### src/rtl/agclk_pkg.sv
// Shared types and constants for the Agat-style bus-phase generator.
// Default edge steps reproduce the original 9-step phi_0/phi_1/phi_2 timing.
package agclk_pkg;

   typedef enum logic [1:0] {IDLE, RUN, HOLD} agclk_state_e;

   localparam logic PHI0_IDLE = 1'b1;
   localparam logic PHI1_IDLE = 1'b0;
   localparam logic PHI2_IDLE = 1'b1;

   localparam int DEF_CYCLE_LEN = 9;
   localparam int DEF_PH0_FALL  = 0;
   localparam int DEF_PH0_RISE  = 5;
   localparam int DEF_PH2_FALL  = 1;
   localparam int DEF_PH2_RISE  = 7;
   localparam int DEF_PH1_RISE  = 2;
   localparam int DEF_PH1_FALL  = 6;
   localparam int DEF_HOLD_STEP = 2;
   localparam int DEF_WAIT_MAX  = 15;

   // Counter width able to hold 0..n-1, never narrower than one bit.
   function automatic int step_w(int n);
      return (n > 2) ? $clog2(n) : 1;
   endfunction

   // True when step s lies in the half-open window [lo, hi).
   function automatic logic in_win(int s, int lo, int hi);
      return (s >= lo) && (s < hi);
   endfunction

endpackage

### src/rtl/agclk_seq_if.sv
// Request/phase bundle between the bus-phase generator and its users.
interface agclk_seq_if #(parameter int DIV_W = 4);
   logic             ask;
   logic [DIV_W-1:0] div;
   logic             rdy;
   logic             phi_0;
   logic             phi_1;
   logic             phi_2;
   logic             busy;
   logic             cycle_start;
   logic             cycle_end;
   logic             wait_to;

   modport master (output ask, div, rdy,
                   input  phi_0, phi_1, phi_2, busy, cycle_start, cycle_end, wait_to);
   modport slave  (input  ask, div, rdy,
                   output phi_0, phi_1, phi_2, busy, cycle_start, cycle_end, wait_to);
endinterface

### src/rtl/agclk_presc.sv
// Step prescaler: ticks once every div_l+1 enabled clocks; div_l is loaded
// only at cycle start so mid-cycle div changes never disturb a running cycle.
module agclk_presc #(
   parameter int DIV_W = 4
) (
   input  logic             clk,
   input  logic             n_reset,
   input  logic             load,
   input  logic [DIV_W-1:0] div,
   input  logic             en,
   input  logic             clr,
   output logic             tick
);
   logic [DIV_W-1:0] div_l;
   logic [DIV_W-1:0] cnt;

   assign tick = en && (cnt == div_l);

   always_ff @(posedge clk or negedge n_reset) begin
      if (!n_reset) begin
         div_l <= '0;
         cnt   <= '0;
      end else begin
         if (load) div_l <= div;
         if (clr || tick) cnt <= '0;
         else if (en)     cnt <= cnt + DIV_W'(1);
      end
   end
endmodule

### src/rtl/agclk_seq.sv
// Bus-phase generator: one phi_0/phi_1/phi_2 bus cycle per accepted ask,
// with step prescaling, back-to-back cycles and rdy stretching with timeout.
module agclk_seq
   import agclk_pkg::*;
#(
   parameter int CYCLE_LEN = DEF_CYCLE_LEN,
   parameter int PH0_FALL  = DEF_PH0_FALL,
   parameter int PH0_RISE  = DEF_PH0_RISE,
   parameter int PH2_FALL  = DEF_PH2_FALL,
   parameter int PH2_RISE  = DEF_PH2_RISE,
   parameter int PH1_RISE  = DEF_PH1_RISE,
   parameter int PH1_FALL  = DEF_PH1_FALL,
   parameter int HOLD_STEP = DEF_HOLD_STEP,
   parameter int WAIT_MAX  = DEF_WAIT_MAX,
   parameter int DIV_W     = 4
) (
   input logic        clk,
   input logic        n_reset,
   agclk_seq_if.slave bus
);
   localparam int STEP_W    = step_w(CYCLE_LEN);
   localparam int WCNT_W    = step_w(WAIT_MAX + 1);
   localparam int WAIT_LAST = (WAIT_MAX > 0) ? WAIT_MAX - 1 : 0;
   localparam logic [STEP_W-1:0] LAST_S  = STEP_W'(CYCLE_LEN - 1);
   localparam logic [STEP_W-1:0] HOLD_S  = STEP_W'(HOLD_STEP);
   localparam logic [STEP_W-1:0] AFTER_S = STEP_W'(HOLD_STEP + 1);
   localparam logic [WCNT_W-1:0] WLAST_C = WCNT_W'(WAIT_LAST);

   if (CYCLE_LEN < 4 || CYCLE_LEN > 16) begin : g_bad_len
      $fatal(1, "agclk_seq: CYCLE_LEN must be 4..16");
   end
   if (!(PH0_FALL < PH0_RISE && PH2_FALL < PH2_RISE && PH1_RISE < PH1_FALL)) begin : g_bad_order
      $fatal(1, "agclk_seq: phase edge order");
   end
   if (PH0_RISE > CYCLE_LEN || PH2_RISE > CYCLE_LEN || PH1_FALL > CYCLE_LEN ||
       PH0_FALL > CYCLE_LEN || PH2_FALL > CYCLE_LEN || PH1_RISE > CYCLE_LEN) begin : g_bad_edge
      $fatal(1, "agclk_seq: phase edge beyond CYCLE_LEN");
   end
   if (HOLD_STEP < 0 || HOLD_STEP >= CYCLE_LEN - 1) begin : g_bad_hold
      $fatal(1, "agclk_seq: HOLD_STEP must be below CYCLE_LEN-1");
   end

   agclk_state_e      state, state_nxt;
   logic [STEP_W-1:0] step, step_nxt;
   logic [WCNT_W-1:0] wcnt, wcnt_nxt;
   logic              tick, load, start_nxt, wto_nxt, cyc_end;
   logic              phi_0_q, phi_1_q, phi_2_q, start_q, wto_q;

   agclk_presc #(.DIV_W(DIV_W)) u_presc (
      .clk     (clk),
      .n_reset (n_reset),
      .load    (load),
      .div     (bus.div),
      .en      (state == RUN),
      .clr     (state != RUN),
      .tick    (tick)
   );

   always_comb begin
      state_nxt = state;
      step_nxt  = step;
      wcnt_nxt  = wcnt;
      load      = 1'b0;
      start_nxt = 1'b0;
      wto_nxt   = 1'b0;
      cyc_end   = 1'b0;
      case (state)
         IDLE: if (bus.ask) begin
            state_nxt = RUN;
            step_nxt  = '0;
            load      = 1'b1;
            start_nxt = 1'b1;
         end
         RUN: if (tick) begin
            if (step == LAST_S) begin
               cyc_end  = 1'b1;
               step_nxt = '0;
               if (bus.ask) begin
                  load      = 1'b1;
                  start_nxt = 1'b1;
               end else begin
                  state_nxt = IDLE;
               end
            end else if (step == HOLD_S && !bus.rdy && WAIT_MAX != 0) begin
               state_nxt = HOLD;
               wcnt_nxt  = '0;
            end else begin
               step_nxt = step + STEP_W'(1);
            end
         end
         HOLD: begin
            // rdy wins over a timeout landing on the same edge
            if (bus.rdy || wcnt == WLAST_C) begin
               state_nxt = RUN;
               step_nxt  = AFTER_S;
               wto_nxt   = !bus.rdy;
            end else begin
               wcnt_nxt = wcnt + WCNT_W'(1);
            end
         end
         default: state_nxt = IDLE;
      endcase
   end

   always_ff @(posedge clk or negedge n_reset) begin
      if (!n_reset) begin
         state   <= IDLE;
         step    <= '0;
         wcnt    <= '0;
         phi_0_q <= PHI0_IDLE;
         phi_1_q <= PHI1_IDLE;
         phi_2_q <= PHI2_IDLE;
         start_q <= 1'b0;
         wto_q   <= 1'b0;
      end else begin
         state   <= state_nxt;
         step    <= step_nxt;
         wcnt    <= wcnt_nxt;
         start_q <= start_nxt;
         wto_q   <= wto_nxt;
         // Phases follow the step being entered, so they change on the same edge.
         if (state_nxt == IDLE) begin
            phi_0_q <= PHI0_IDLE;
            phi_1_q <= PHI1_IDLE;
            phi_2_q <= PHI2_IDLE;
         end else begin
            phi_0_q <= !in_win(int'(step_nxt), PH0_FALL, PH0_RISE);
            phi_1_q <=  in_win(int'(step_nxt), PH1_RISE, PH1_FALL);
            phi_2_q <= !in_win(int'(step_nxt), PH2_FALL, PH2_RISE);
         end
      end
   end

   assign bus.phi_0       = phi_0_q;
   assign bus.phi_1       = phi_1_q;
   assign bus.phi_2       = phi_2_q;
   assign bus.busy        = (state != IDLE);
   assign bus.cycle_start = start_q;
   assign bus.cycle_end   = cyc_end;
   assign bus.wait_to     = wto_q;
endmodule
### src/flat_wrapper.sv
// flat-port wrapper written by rule: the top's interface ports become plain ports
module agclk_seq_flat import agclk_pkg::*;
#(
   parameter int CYCLE_LEN = DEF_CYCLE_LEN,
   parameter int PH0_FALL  = DEF_PH0_FALL,
   parameter int PH0_RISE  = DEF_PH0_RISE,
   parameter int PH2_FALL  = DEF_PH2_FALL,
   parameter int PH2_RISE  = DEF_PH2_RISE,
   parameter int PH1_RISE  = DEF_PH1_RISE,
   parameter int PH1_FALL  = DEF_PH1_FALL,
   parameter int HOLD_STEP = DEF_HOLD_STEP,
   parameter int WAIT_MAX  = DEF_WAIT_MAX,
   parameter int DIV_W     = 4
)
  (clk, n_reset, bus_ask, bus_div, bus_rdy, bus_phi_0, bus_phi_1, bus_phi_2, bus_busy, bus_cycle_start, bus_cycle_end, bus_wait_to);
  agclk_seq_if #(.DIV_W(DIV_W)) bus_i ();
  input logic clk;
  input logic n_reset;
  input wire logic [$bits(bus_i.ask)-1:0] bus_ask;
  input wire logic [$bits(bus_i.div)-1:0] bus_div;
  input wire logic [$bits(bus_i.rdy)-1:0] bus_rdy;
  output wire logic [$bits(bus_i.phi_0)-1:0] bus_phi_0;
  output wire logic [$bits(bus_i.phi_1)-1:0] bus_phi_1;
  output wire logic [$bits(bus_i.phi_2)-1:0] bus_phi_2;
  output wire logic [$bits(bus_i.busy)-1:0] bus_busy;
  output wire logic [$bits(bus_i.cycle_start)-1:0] bus_cycle_start;
  output wire logic [$bits(bus_i.cycle_end)-1:0] bus_cycle_end;
  output wire logic [$bits(bus_i.wait_to)-1:0] bus_wait_to;
  assign bus_i.ask = bus_ask;
  assign bus_i.div = bus_div;
  assign bus_i.rdy = bus_rdy;
  assign bus_phi_0 = bus_i.phi_0;
  assign bus_phi_1 = bus_i.phi_1;
  assign bus_phi_2 = bus_i.phi_2;
  assign bus_busy = bus_i.busy;
  assign bus_cycle_start = bus_i.cycle_start;
  assign bus_cycle_end = bus_i.cycle_end;
  assign bus_wait_to = bus_i.wait_to;
  agclk_seq #(.CYCLE_LEN(CYCLE_LEN), .PH0_FALL(PH0_FALL), .PH0_RISE(PH0_RISE), .PH2_FALL(PH2_FALL), .PH2_RISE(PH2_RISE), .PH1_RISE(PH1_RISE), .PH1_FALL(PH1_FALL), .HOLD_STEP(HOLD_STEP), .WAIT_MAX(WAIT_MAX), .DIV_W(DIV_W)) u_core (.clk(clk), .n_reset(n_reset), .bus(bus_i));
endmodule
### config.mk
export PLATFORM = sky130hd
export DESIGN_NAME = agclk_seq_flat
export DESIGN_NICKNAME = d
export VERILOG_FILES = /design/src/rtl/agclk_pkg.sv /design/src/rtl/agclk_seq_if.sv /design/src/rtl/agclk_presc.sv /design/src/rtl/agclk_seq.sv /design/src/flat_wrapper.sv
export SDC_FILE = /design/constraint.sdc
export NUM_CORES = 1
export LEC_CHECK = 0
export ABC_AREA = 1
export CELL_PAD_IN_SITES_DETAIL_PLACEMENT = 0
export CELL_PAD_IN_SITES_GLOBAL_PLACEMENT = 2
export CORE_AREA = 3 3 61 78
export DETAILED_ROUTE_END_ITERATION = 8
export DIE_AREA = 0 0 64 81
export PLACE_DENSITY = 0.91
export SYNTH_ARGS = -nofsm -noshare
export SYNTH_HDL_FRONTEND = slang
export SYNTH_HIERARCHICAL = 1
export SYNTH_SLANG_ARGS = --single-unit
### constraint.sdc
create_clock -name clk -period 6.03 [get_ports clk]
set_input_delay 1.206 -clock clk [delete_from_list [all_inputs] [get_ports clk]]
set_output_delay 1.206 -clock clk [all_outputs]
set_load 0.005 [all_outputs]
Word-level counts from Yosys, hierarchy flattened
Index checks and enable logic that the tools add are counted.
{"block": "classes", "add_sub_neg": 3, "n_lt_le_gt_ge": 5, "n_eq_ne": 11, "muxes": 32, "reduce_logical": 15}
{"op": "2-to-1 mux 4 bit", "n": 11}
{"op": "adder 4 x 1 -> 4 bit (second input constant)", "n": 3}
{"op": "less-than comparator 4 x 3 -> 1 bit (second input constant)", "n": 3}
{"op": "2-to-1 mux 2 bit", "n": 6}
{"op": "case mux 4 bit (3 select lines)", "n": 1}
{"op": "2-to-1 mux 1 bit", "n": 11}
{"op": "== test 4 bit (second input constant)", "n": 2}
{"op": "case mux 4 bit (2 select lines)", "n": 1}
{"op": "!= test 2 x 1 -> 1 bit (second input constant)", "n": 3}
{"op": "case mux 2 bit (3 select lines)", "n": 1}
{"op": "nonzero test 2 bit", "n": 3}
{"op": "AND reduction 5 bit", "n": 1}
{"op": "== test 4 x 2 -> 1 bit (second input constant)", "n": 1}
{"op": "== test 4 bit", "n": 1}
{"op": "greater-or-equal comparator 4 x 1 -> 1 bit (second input constant)", "n": 1}
{"op": "greater-or-equal comparator 4 x 2 -> 1 bit (second input constant)", "n": 1}
{"op": "logical AND 1 bit", "n": 4}
{"op": "logical NOT 2 bit", "n": 2}
{"op": "!= test 2 bit (second input constant)", "n": 2}
{"op": "logical NOT 1 bit", "n": 3}
{"op": "== test 2 x 1 -> 1 bit (second input constant)", "n": 1}
{"op": "== test 2 bit (second input constant)", "n": 1}
{"op": "logical OR 1 bit", "n": 2}
{"op": "case mux 1 bit (2 select lines)", "n": 1}
{"block": "word_totals", "ff_bits": 23, "in_bits": 8, "output_inout_bits": 7, "elab_cells": 76}

Longest topological paths before layout
Gate-level depths: netlist (run 1).
{"block": "logic_depth", "ltp_word": 10, "depth_mapped": 20, "ltp_nobuf": 19}

Cells and area by module
The synthesis (run 1) kept the hierarchy.
{"module": "agclk_seq", "n_inst": 1, "cells_each": 135, "area_per_inst_um2": 1008.5}
{"module": "agclk_presc", "n_inst": 1, "cells_each": 47, "area_per_inst_um2": 407.9}

Worst setup path after synthesis (run 1)
Ideal clock, no wire load.
{"block": "synth_timing", "path_kind": "flip-flop to output port", "startpoint": "register u_core.state[1]", "endpoint": "output bus_cycle_end", "t_arrival_ns": 1.387, "t_required_ns": 4.824, "path_slack_ns": 3.437, "stages_incl_launch_ff": 11, "path_buffers": 1, "cell_sequence": "dfrtp_1 > inv_2 > nand2_4 > inv_6 > nand2_1 > nor2_1 > nand3_2 > inv_1 > buf_4 > nand4_2 > nor2_1"}
{"block": "synth_via", "elab_chain_cells": 4}
{"element": "start: declaration", "line_no": "agclk_seq.sv:43", "text": "agclk_state_e state, state_nxt;"}
{"element": "start signal: assignment", "line_no": "agclk_seq.sv:116", "text": "state <= state_nxt;"}
{"element": "== test 2 x 1 -> 1 bit", "line_no": "agclk_seq.sv:54", "text": ".en (state == RUN),"}
{"element": "logical AND 1 bit", "line_no": "agclk_presc.sv:17", "text": "assign tick = en && (cnt == div_l);"}
{"element": "net u_core.tick", "line_no": "agclk_seq.sv:46", "text": "logic tick, load, start_nxt, wto_nxt, cyc_end;"}
{"element": "2-to-1 mux 1 bit", "line_no": "agclk_seq.sv:74", "text": "RUN: if (tick) begin"}
{"element": "2-to-1 mux 1 bit", "line_no": "agclk_seq.sv:67", "text": "case (state)"}
{"element": "end: declaration", "line_no": "flat_wrapper.sv:27", "text": "output wire logic [$bits(bus_i.cycle_end)-1:0] bus_cycle_end;"}
The timed path passes the listed nets, and every way through them passes these cells.

Final worst setup path (run 1)
Ends and elaborated chain as after synthesis.

==> run_results.csv, run 1 <==
group,metric,value,unit
run_status,status,"completed",
logic_synthesis,yosys-top-cells-area,"dfrtp_1 37%, nand2_1 13%, nor2_1 6.1%",
job,maxCapViolCount,0,
critical_path,cp-start-kind,"flop",
logic_synthesis,syn_nets,196,
sta,fmaxAchievable,278,MHz
critical_path,cp_num_buf_inv,4,
finish,n_antenna_cell,0,
sta,worst_pin_slew,1.03,ns
sta,slew_headroom,30.8,%
critical_path,crit_chain,"inv_2, nand2_4, inv_6, nand2_1, nor2_1, nand3_2, inv_1, nand4_2, nor2_1, clkdlybuf4s50_1",
cts,cts_sinks,23,
worst_hold_path,hp-class,"flop to flop",
cts,ctsRootBufferMaster,"clkbuf_8",
sta,finalClockSkew,0.00332,ns
route,postRouteAntennaNets,0,
finish,drive_gt1_share,18.1,%
placement,routabilityCongestion,0.821,
floorplan,initial_core_util,34.8,%
logic_synthesis,ys.flop_type,"dfrtp_1",
route,avgViaCountPerCell,4.36,
sta,finalMaxSlewViolations,0,
power,pwr-share-clk,15.6,%
floorplan,die_area,0.00518,mm²
power,comb_power_share,44.0,%
route,drt_wl_total,2710,µm
route,vias,1111,
finish,postLayoutCoreUtil,40.9,%
logic_synthesis,synth-async-reset-ratio,100,%
route,drtIter0Drc,33,
logic_synthesis,synth-seq-cells,23,
cts,clkSlewWorstSetupHoldPaths,0.08,ns
sta,setup_tns,0,ns
power,irDropWorstVdd,0.139,mV
logic_synthesis,yosysWarnings,6,
cts,ctsLongestPathBuffers,2,
power,swShare,39.8,%
floorplan,core,0.00407,mm²
route,drtPass1Iterations,4,
power,p_int,364,µW
sta,finalHoldViolCount,0,
cts,clock_latency,0.26,ns
floorplan,fp-row-count,26,
sta,fin_crit,3.60,ns
critical_path,cp.arrival,2.39,ns
route,wire_per_inst,10.6,µm
power,seq_power_share,40.4,%
cts,holdBufCountCts,0,
logic_synthesis,synth_cell_types,29,
grt,grt_remaining_overflow,0,
critical_path,criticalPathCategory,"flop to output port",
cts,cts_made_buffers,3,
placement,dp_slack,2.70,ns
grt,antenna_found_initial,0,
grt,grt_max_degree,24,
logic_synthesis,yosys.area.top_type,"dfrtp_1",
critical_path,crit_path_frequent_cell,"nor2_1",
power,power.switching,241,µW
cts,cts_resized,0,
floorplan,die-height,81,µm
route,remaining_drc_errors,0,
placement,port_buffers,14,
critical_path,endpoint_kind,"output port",
grt,grt_pass1_wl,5050,µm
finish,area_growth_syn_to_layout,17.5,%
sta,setup_viol,0,
critical_path,ff2ff_path_depth,10,
worst_hold_path,min_path_cells,1,
cts,h-tree-depth,1,
logic_synthesis,synth.most_common_cell,"nand2_1",
logic_synthesis,synth_top_area_share,37.1,%
finish,nFillCells,432,
cts,cts_setup_buffers,0,
logic_synthesis,syn_inst,182,
floorplan,die_w,64,µm
critical_path,crit_path_max_fanout,11,
critical_path,slowest_delay,0.51,ns
sta,rsz0062_at_grt,"false",
logic_synthesis,syn-cell-area,0.00142,mm²
sta,fin_ws,2.43,ns
power,power_leakage,0.833,nW
critical_path,crit_family,"buffers and inverters",
cts,cts_tree,"built",
logic_synthesis,synth-seq-area-share,40.8,%
floorplan,ios,15,
finish,fin_nets,214,
critical_path,cp_data_required_time,4.82,ns
logic_synthesis,synthTopCellsByCount,"48 x nand2_1, 23 x nor2_1, 22 x inv_1",
critical_path,cp_slowest_cell,"clkdlybuf4s50_1",
logic_synthesis,syn_avg_cell_area,7.78,µm²
logic_synthesis,synth_edf_count,0,
critical_path,crit_cells,10,
grt,grt_pass1_vias,1140,
placement,post-dp-hpwl,2160,µm
sta,timing.final.crit_share,59.7,%
grt,grt_use_total,12.5,%
power,p_per_area,364,mW/mm²
[registers in the layout (all words and copies together), names as in the netlist]
register / flops
u_core/u_presc/cnt: 4
u_core/bus.phi_1: 1
u_core/wcnt: 4
u_core/state: 2
u_core/step: 4
u_core/bus.phi_0: 1
u_core/bus.wait_to: 1
u_core/u_presc/div_l: 4
u_core/bus.cycle_start: 1
u_core/bus.phi_2: 1
[final timing paths]
check / start / slack, ns / to
setup / recovery: u_core/state[1]$_DFF_PN0_ / 2.43 / bus_cycle_end
hold / removal: u_core/wcnt[0]$_DFFE_PN0P_ / 0.54 / u_core/wcnt[0]$_DFFE_PN0P_
setup reg to reg: u_core/state[1]$_DFF_PN0_ / 3.54 / u_core/u_presc/div_l[2]$_DFFE_PN0P_
hold reg to reg: u_core/wcnt[0]$_DFFE_PN0P_ / 0.54 / u_core/wcnt[0]$_DFFE_PN0P_
max in group asynchronous: n_reset / 3.90 / u_core/state[0]$_DFF_PN0_
min in group asynchronous: n_reset / 1.50 / u_core/u_presc/cnt[2]$_DFFE_PN0P_
[power groups by stage]
| stage | Sequential (mW) | Clock [mW] | Combinational [mW] |
|---|---|---|---|
| 3_5_place_dp | 0.249 | 0 | 0.271 |
| 6_report | 0.244 | 0.0945 | 0.266 |
| 4_1_cts | 0.245 | 0.0999 | 0.272 |
| 2_1_floorplan | 0.239 | 0 | 0.209 |
| 5_1_grt | 0.252 | 0.107 | 0.312 |
| 3_3_place_gp | 0.247 | 0 | 0.268 |
[through the flow]
step | power (mW) | instances | area [µm²] | hold WS, ns
global route | 0.671 | 255 | 1660 | 0.566
detailed placement | 0.519 | 251 | 1620 | 0.526
floorplan | 0.448 | 182 | 1420 | 0.490
CTS | 0.617 | 255 | 1660 | 0.539
global placement | 0.515 | 251 | 1620 | 0.508
finish | 0.605 | 255 | 1660 | 0.535
[final cells by class]
cell class / count / area (µm²) / share of cell area (%)
sequential: 23 / 578 / 34.7
tap: 56 / 70.1 / 4.21
multi-input combinational: 128 / 713 / 42.9
clock buffer: 4 / 45.0 / 2.71
timing repair buffer: 14 / 140 / 8.42
inverter: 30 / 118 / 7.07
[metal layers]
layer,GRT usage [%],vias up,routed length (µm)
li1,-,592,-
met1,14.8,498,1230
met2,21.8,16,1330
met3,1.80,5,91
met4,6.48,0,60
met5,0,-,0
[layout by cell type, fill, tap and decap left out, types with 2 or more instances in the layout]
| master | synthesis | final |
|---|---|---|
| nor2_1 | 23 | 23 |
| nand2_1 | 48 | 48 |
| clkdlybuf4s50_1 | 0 | 14 |
| nand2_4 | 2 | 2 |
| o21ai_0 | 2 | 2 |
| ha_1 | 6 | 6 |
| dfstp_2 | 2 | 2 |
| dfrtp_1 | 21 | 21 |
| inv_2 | 7 | 7 |
| nand2_2 | 7 | 7 |
| nand3_2 | 4 | 4 |
| xnor2_1 | 2 | 2 |
| clkbuf_8 | 0 | 3 |
| a21oi_1 | 6 | 6 |
| nand3_1 | 11 | 11 |
| inv_1 | 22 | 22 |
| mux2_2 | 2 | 2 |
| xor2_1 | 2 | 2 |
| nor2_2 | 3 | 3 |
[logic make-up (layout without fill, tap and decap cells)]
logic type | count (synthesis) | in the layout | synth area share [%]
compound gates | 13 | 13 | 6.54
buf+inv | 31 | 48 | 8.83
mux | 2 | 2 | 1.59
flops | 23 | 23 | 40.8
fa+ha+maj | 6 | 6 | 5.30
xor+xnor | 4 | 4 | 2.47
simple gates | 103 | 103 | 34.5
Note: power is estimated with default switching activity, not from simulation.
==> inputs of run 2 (changes only) <==
--- a/config.mk
+++ b/config.mk
@@ -8,10 +8,10 @@
 export ABC_AREA = 1
 export CELL_PAD_IN_SITES_DETAIL_PLACEMENT = 0
 export CELL_PAD_IN_SITES_GLOBAL_PLACEMENT = 2
-export CORE_AREA = 3 3 61 78
+export CORE_AREA = 3 3 64 81
 export DETAILED_ROUTE_END_ITERATION = 8
-export DIE_AREA = 0 0 64 81
-export PLACE_DENSITY = 0.91
+export DIE_AREA = 0 0 67 84
+export PLACE_DENSITY = 0.85
 export SYNTH_ARGS = -nofsm -noshare
 export SYNTH_HDL_FRONTEND = slang
 export SYNTH_HIERARCHICAL = 1
==> constraint.sdc (replaced) <==
create_clock -name clk -period 3.72 [get_ports clk]
set_input_delay 0.744 -clock clk [delete_from_list [all_inputs] [get_ports clk]]
set_output_delay 0.744 -clock clk [all_outputs]
set_load 0.005 [all_outputs]
==> run 2 against run 1 <==
Effect of this change: clock power up 69%; critical path depth unchanged; sequential power rose by 62%; non-clock buffer count rose by 1; sequential cell count unchanged; count of clock-buffer cells in the layout stayed put; final cell count up 1.2%; first-iteration DRC count is 24% lower; power grew 63%; setup slack got worse by 1.8 ns; combinational power up 62%; die area is 8.6% higher.
==> run_results.csv, run 2 (synthesis results as in run 1) <==
group,metric,value,unit
run_status,status,"completed",
critical_path,criticalPathCategory,"flop to output port",
power,comb_power_share,43.8,%
finish,drive_gt1_share,18.5,%
critical_path,slowest_delay,0.52,ns
route,vias,1106,
power,seq_power_share,40.0,%
critical_path,crit_path_max_fanout,11,
cts,clkSlewWorstSetupHoldPaths,0.08,ns
critical_path,reg2reg_slack,1.26,ns
finish,mostFrequentLayoutCells,"48 x nand2_1, 23 x nor2_1, 22 x inv_1",
grt,grt_pass1_vias,1155,
critical_path,crit_path_frequent_cell,"nor2_1",
critical_path,cp-start-kind,"flop",
placement,post-dp-hpwl,2270,µm
floorplan,initial_core_util,31.8,%
finish,fin_nets,215,
route,avgViaCountPerCell,4.29,
sta,fin_crit,3.13,ns
cts,h-tree-depth,1,
grt,grt_max_degree,23,
sta,timing.final.crit_share,84.2,%
sta,hold_ws,0.538,ns
route,postRouteAntennaNets,0,
sta,fmaxAchievable,319,MHz
finish,postLayoutCoreUtil,37.5,%
floorplan,ios,15,
worst_hold_path,hp-start,"u_core/wcnt[3]$_DFFE_PN0P_",
sta,finalHoldViolCount,0,
floorplan,fp-row-count,27,
sta,finalMaxSlewViolations,0,
route,drt_wl_total,2920,µm
cts,ctsLongestPathBuffers,2,
sta,finalClockSkew,0.00218,ns
route,remaining_drc_errors,0,
sta,rsz0062_at_grt,"false",
critical_path,ff2ff_path_depth,10,
grt,grt_use_total,12.2,%
cts,cts_tree,"built",
power,power.switching,396,µW
route,wire_per_inst,11.3,µm
cts,clock_latency,0.26,ns
power,power_leakage,0.838,nW
finish,layout_commonest_cell,"nand2_1",
critical_path,endpoint_kind,"output port",
cts,cts_resized,0,
cts,ctsRootBufferMaster,"clkbuf_8",
grt,grt_remaining_overflow,0,
route,drtIter0Drc,25,
finish,n_antenna_cell,0,
critical_path,cp_data_required_time,2.98,ns
job,maxCapViolCount,0,
floorplan,die_w,67,µm
placement,routabilityCongestion,0.784,
power,irDropWorstVdd,0.222,mV
cts,cts_sinks,23,
grt,antenna_found_initial,0,
critical_path,cp.arrival,2.39,ns
finish,nFillCells,479,
cts,cts_setup_buffers,0,
sta,worst_pin_slew,1.01,ns
critical_path,crit_chain,"inv_2, nand2_4, inv_6, nand2_1, nor2_1, nand3_2, inv_1, nand4_2, nor2_1, clkdlybuf4s50_1",
cts,cts_made_buffers,3,
route,drtPass1Iterations,4,
sta,setup_viol,0,
power,swShare,40.1,%
worst_hold_path,min_path_cells,2,
sta,slew_headroom,32.2,%
power,pwr-share-clk,16.2,%
power,p_total,987,µW
power,p_int,591,µW
sta,setup_tns,0,ns
critical_path,cp_slowest_cell,"clkdlybuf4s50_1",
cts,holdBufCountCts,0,
floorplan,die-height,84,µm
critical_path,regToRegEndpoint,"u_core/u_presc/div_l[2]$_DFFE_PN0P_",
floorplan,die_area,0.00563,mm²
finish,area_growth_syn_to_layout,18.2,%
worst_hold_path,hp-class,"flop to flop",
grt,grt_pass1_wl,5310,µm
worst_hold_path,whs_endpoint,"u_core/wcnt[3]$_DFFE_PN0P_",
placement,port_buffers,14,
critical_path,reg2reg_from,"u_core/state[1]$_DFF_PN0_",
power,p_per_area,590,mW/mm²
floorplan,core,0.00446,mm²
-- run 2: worst max-delay path by stage --
stage	startpoint	depth (start not counted)	slack, ns	endpoint
5_1_grt	u_core/state[1]$_DFF_PN0_	10	0.34	bus_cycle_end
3_3_place_gp	u_core/state[1]$_DFF_PN0_	10	0.89	bus_cycle_end
3_5_place_dp	u_core/state[1]$_DFF_PN0_	10	0.87	bus_cycle_end
4_1_cts	u_core/state[1]$_DFF_PN0_	10	0.56	bus_cycle_end
2_1_floorplan	u_core/state[1]$_DFF_PN0_	10	1.59	bus_cycle_end
6_report	u_core/state[1]$_DFF_PN0_	10	0.59	bus_cycle_end
-- run 2: stage by stage --
stage	setup slack, ns	cell area (µm²)	instances
final	0.588	1670	258
after global placement	0.891	1630	254
after CTS	0.561	1670	258
after floorplan	1.59	1420	182
after detailed placement	0.867	1630	254
after global routing	0.341	1670	258
-- run 2: final cells by class --
cell class              instances  area [µm²]  share of cell area [%]
flip-flops and latches         23         578                    34.5
well taps                      58        72.6                    4.33
repair buffers                 15         148                    8.82
inverters                      30         118                    7.03
multi-input cells             128         713                    42.6
clock buffers                   4        45.0                    2.69
-- run 2: power groups by stage --
stage	registers, mW	clock network, mW	logic [mW]
3_3_place_gp	0.403	0	0.440
2_1_floorplan	0.387	0	0.339
4_1_cts	0.398	0.170	0.441
6_report	0.395	0.160	0.432
3_5_place_dp	0.403	0	0.439
5_1_grt	0.409	0.183	0.509
-- run 2: critical path: cells and delay by family, from the launching register on --
kind / cells / cell delay, ns
simple gates: 6 / 0.68
flops: 1 / 0.44
buf+inv: 4 / 0.99
-- run 2: metal layers --
metal | share of wire (%) | vias up | track usage [%]
li1 | - | 595 | -
met3 | 2.8 | 4 | 1.75
met4 | 1.5 | 0 | 4.98
met5 | 0 | - | 0
met2 | 51 | 11 | 20.5
met1 | 45 | 496 | 15.1
==> inputs of run 3 (changes only) <==
==> constraint.sdc (replaced) <==
create_clock -name clk -period 3.2 [get_ports clk]
set_input_delay 0.64 -clock clk [delete_from_list [all_inputs] [get_ports clk]]
set_output_delay 0.64 -clock clk [all_outputs]
set_load 0.005 [all_outputs]
==> run 3 against run 2 <==
Effect of this change: first-iteration DRC count rose by 4.0%; sequential share of layout area shrank 0.23 points; power rose by 16%; largest power group unchanged.
==> run_results.csv, run 3 (synthesis results as in run 1) <==
group,metric,value,unit
cts,cts_sinks,23,
sta,fin_ws,0.264,ns
grt,grt_pass1_wl,5100,µm
sta,timing.final.crit_share,91.8,%
floorplan,die-height,84,µm
power,p_int,691,µW
placement,post-dp-hpwl,2270,µm
critical_path,crit_start,"u_core/state[1]$_DFF_PN0_",
power,p_per_area,682,mW/mm²
sta,slew_headroom,80.1,%
cts,cts_made_buffers,3,
cts,cts_resized,0,
critical_path,cp_slowest_cell,"clkdlybuf4s50_1",
sta,rsz0062_at_grt,"false",
route,avgViaCountPerCell,4.42,
grt,grt_pass1_vias,1164,
finish,fin_nets,216,
critical_path,slowest_delay,0.51,ns
finish,mostFrequentLayoutCells,"48 x nand2_1, 23 x nor2_1, 21 x inv_1, 21 x dfrtp_1, 14 x clkdlybuf4s50_1",
sta,fin_crit,2.94,ns
floorplan,core,0.00446,mm²
critical_path,crit_path_max_fanout,11,
cts,clkSlewWorstSetupHoldPaths,0.08,ns
worst_hold_path,hp-class,"flop to flop",
route,remaining_drc_errors,0,
placement,dp_slack,0.434,ns
critical_path,endpoint_kind,"output port",
power,power_leakage,0.834,nW
power,p_total,1.15,mW
finish,drive_gt1_share,19.4,%
sta,finalMaxSlewViolations,0,
route,postRouteAntennaNets,0,
route,drt_wl_total,2810,µm
critical_path,cp.arrival,2.30,ns
critical_path,cp_data_required_time,2.56,ns
floorplan,ios,15,
cts,ctsRootBufferMaster,"clkbuf_8",
floorplan,die_w,67,µm
finish,layout_commonest_cell,"nand2_1",
critical_path,reg2reg_from,"u_core/state[1]$_DFF_PN0_",
finish,n_antenna_cell,0,
critical_path,criticalPathCategory,"flop to output port",
finish,area_growth_syn_to_layout,19.0,%
cts,h-tree-depth,1,
cts,holdBufCountCts,0,
cts,cts_tree,"built",
power,seq_power_share,39.9,%
placement,port_buffers,14,
power,power.switching,458,µW
sta,finalHoldViolCount,0,
job,maxCapViolCount,0,
cts,ctsLongestPathBuffers,2,
sta,setup_viol,0,
floorplan,initial_core_util,31.8,%
cts,clock_latency,0.27,ns
run_status,status,"completed",
power,comb_power_share,44.2,%
sta,worst_pin_slew,0.299,ns
grt,antenna_found_initial,0,
sta,finalClockSkew,0.00242,ns
critical_path,crit_chain,"inv_2, nand2_4, inv_6, nand2_1, nor2_1, nand3_2, clkinvlp_4, nand4_2, nor2_1, clkdlybuf4s50_1",
grt,grt_use_total,11.9,%
critical_path,crit_path_frequent_cell,"nor2_1",
grt,grt_max_degree,24,
route,vias,1145,
sta,fmaxAchievable,341,MHz
power,irDropWorstVdd,0.222,mV
worst_hold_path,hp-start,"u_core/wcnt[0]$_DFFE_PN0P_",
route,wire_per_inst,10.8,µm
grt,grt_remaining_overflow,0,
placement,routabilityCongestion,0.786,
power,swShare,39.9,%
sta,setup_tns,0,ns
power,pwr-share-clk,15.8,%
route,drtIter0Drc,26,
floorplan,fp-row-count,27,
route,drtPass1Iterations,4,
finish,nFillCells,510,
cts,cts_setup_buffers,0,
floorplan,die_area,0.00563,mm²
critical_path,cp-start-kind,"flop",
## run 3: cell type report
cell class / instances / area [µm²] / area share [%]
tap: 58 / 72.6 / 4.31
clock buffer: 4 / 45.0 / 2.67
inverter: 30 / 121 / 7.20
timing repair buffer: 16 / 155 / 9.21
sequential: 23 / 578 / 34.3
multi-input combinational: 128 / 713 / 42.3
## run 3: path summary, 6_finish.rpt
path	end	slack [ns]	cells past startpoint
min in group asynchronous	u_core/u_presc/cnt[0]$_DFFE_PN0P_	0.73	2
max in group asynchronous	u_core/bus.phi_2$_DFF_PN1_	2.19	2
setup reg to reg	u_core/u_presc/div_l[2]$_DFFE_PN0P_	1.04	11
hold / removal	u_core/wcnt[0]$_DFFE_PN0P_	0.55	1
hold reg to reg	u_core/wcnt[0]$_DFFE_PN0P_	0.55	1
setup / recovery	bus_cycle_end	0.26	10
## run 3: metrics by stage
step	std cells	hold WS (ns)	instance area, µm²	utilization [%]
floorplan	182	0.344	1420	-
global route	259	0.584	1690	37.8
finish	259	0.546	1690	37.8
CTS	259	0.546	1680	37.7
global placement	255	0.528	1640	36.7
detailed placement	255	0.538	1640	36.7
## run 3: power groups by stage
stage               sequential [mW]  combinational, mW  clock [mW]
floorplan                     0.450              0.394           0
global placement              0.468              0.514           0
detailed placement            0.468              0.513           0
CTS                           0.463              0.514       0.189
global route                  0.476              0.594       0.202
finish                        0.459              0.508       0.182
## run 3: critical path, delay by kind of cell, from the launching register on
kind | cells | cell delay, ns
buffers and inverters | 4 | 0.92
DFF | 1 | 0.43
and+or+nand+nor | 6 | 0.68
## run 3: per-layer routing
metal | routed length (µm) | part of all wire [%] | up-vias | global-route usage (%)
met4 | 70 | 2.5 | 0 | 6.64
met2 | 1460 | 52 | 10 | 20.5
met5 | 0 | 0 | - | 0
li1 | - | - | 597 | -
met3 | 60 | 2.1 | 5 | 2.02
met1 | 1220 | 43 | 533 | 13.4
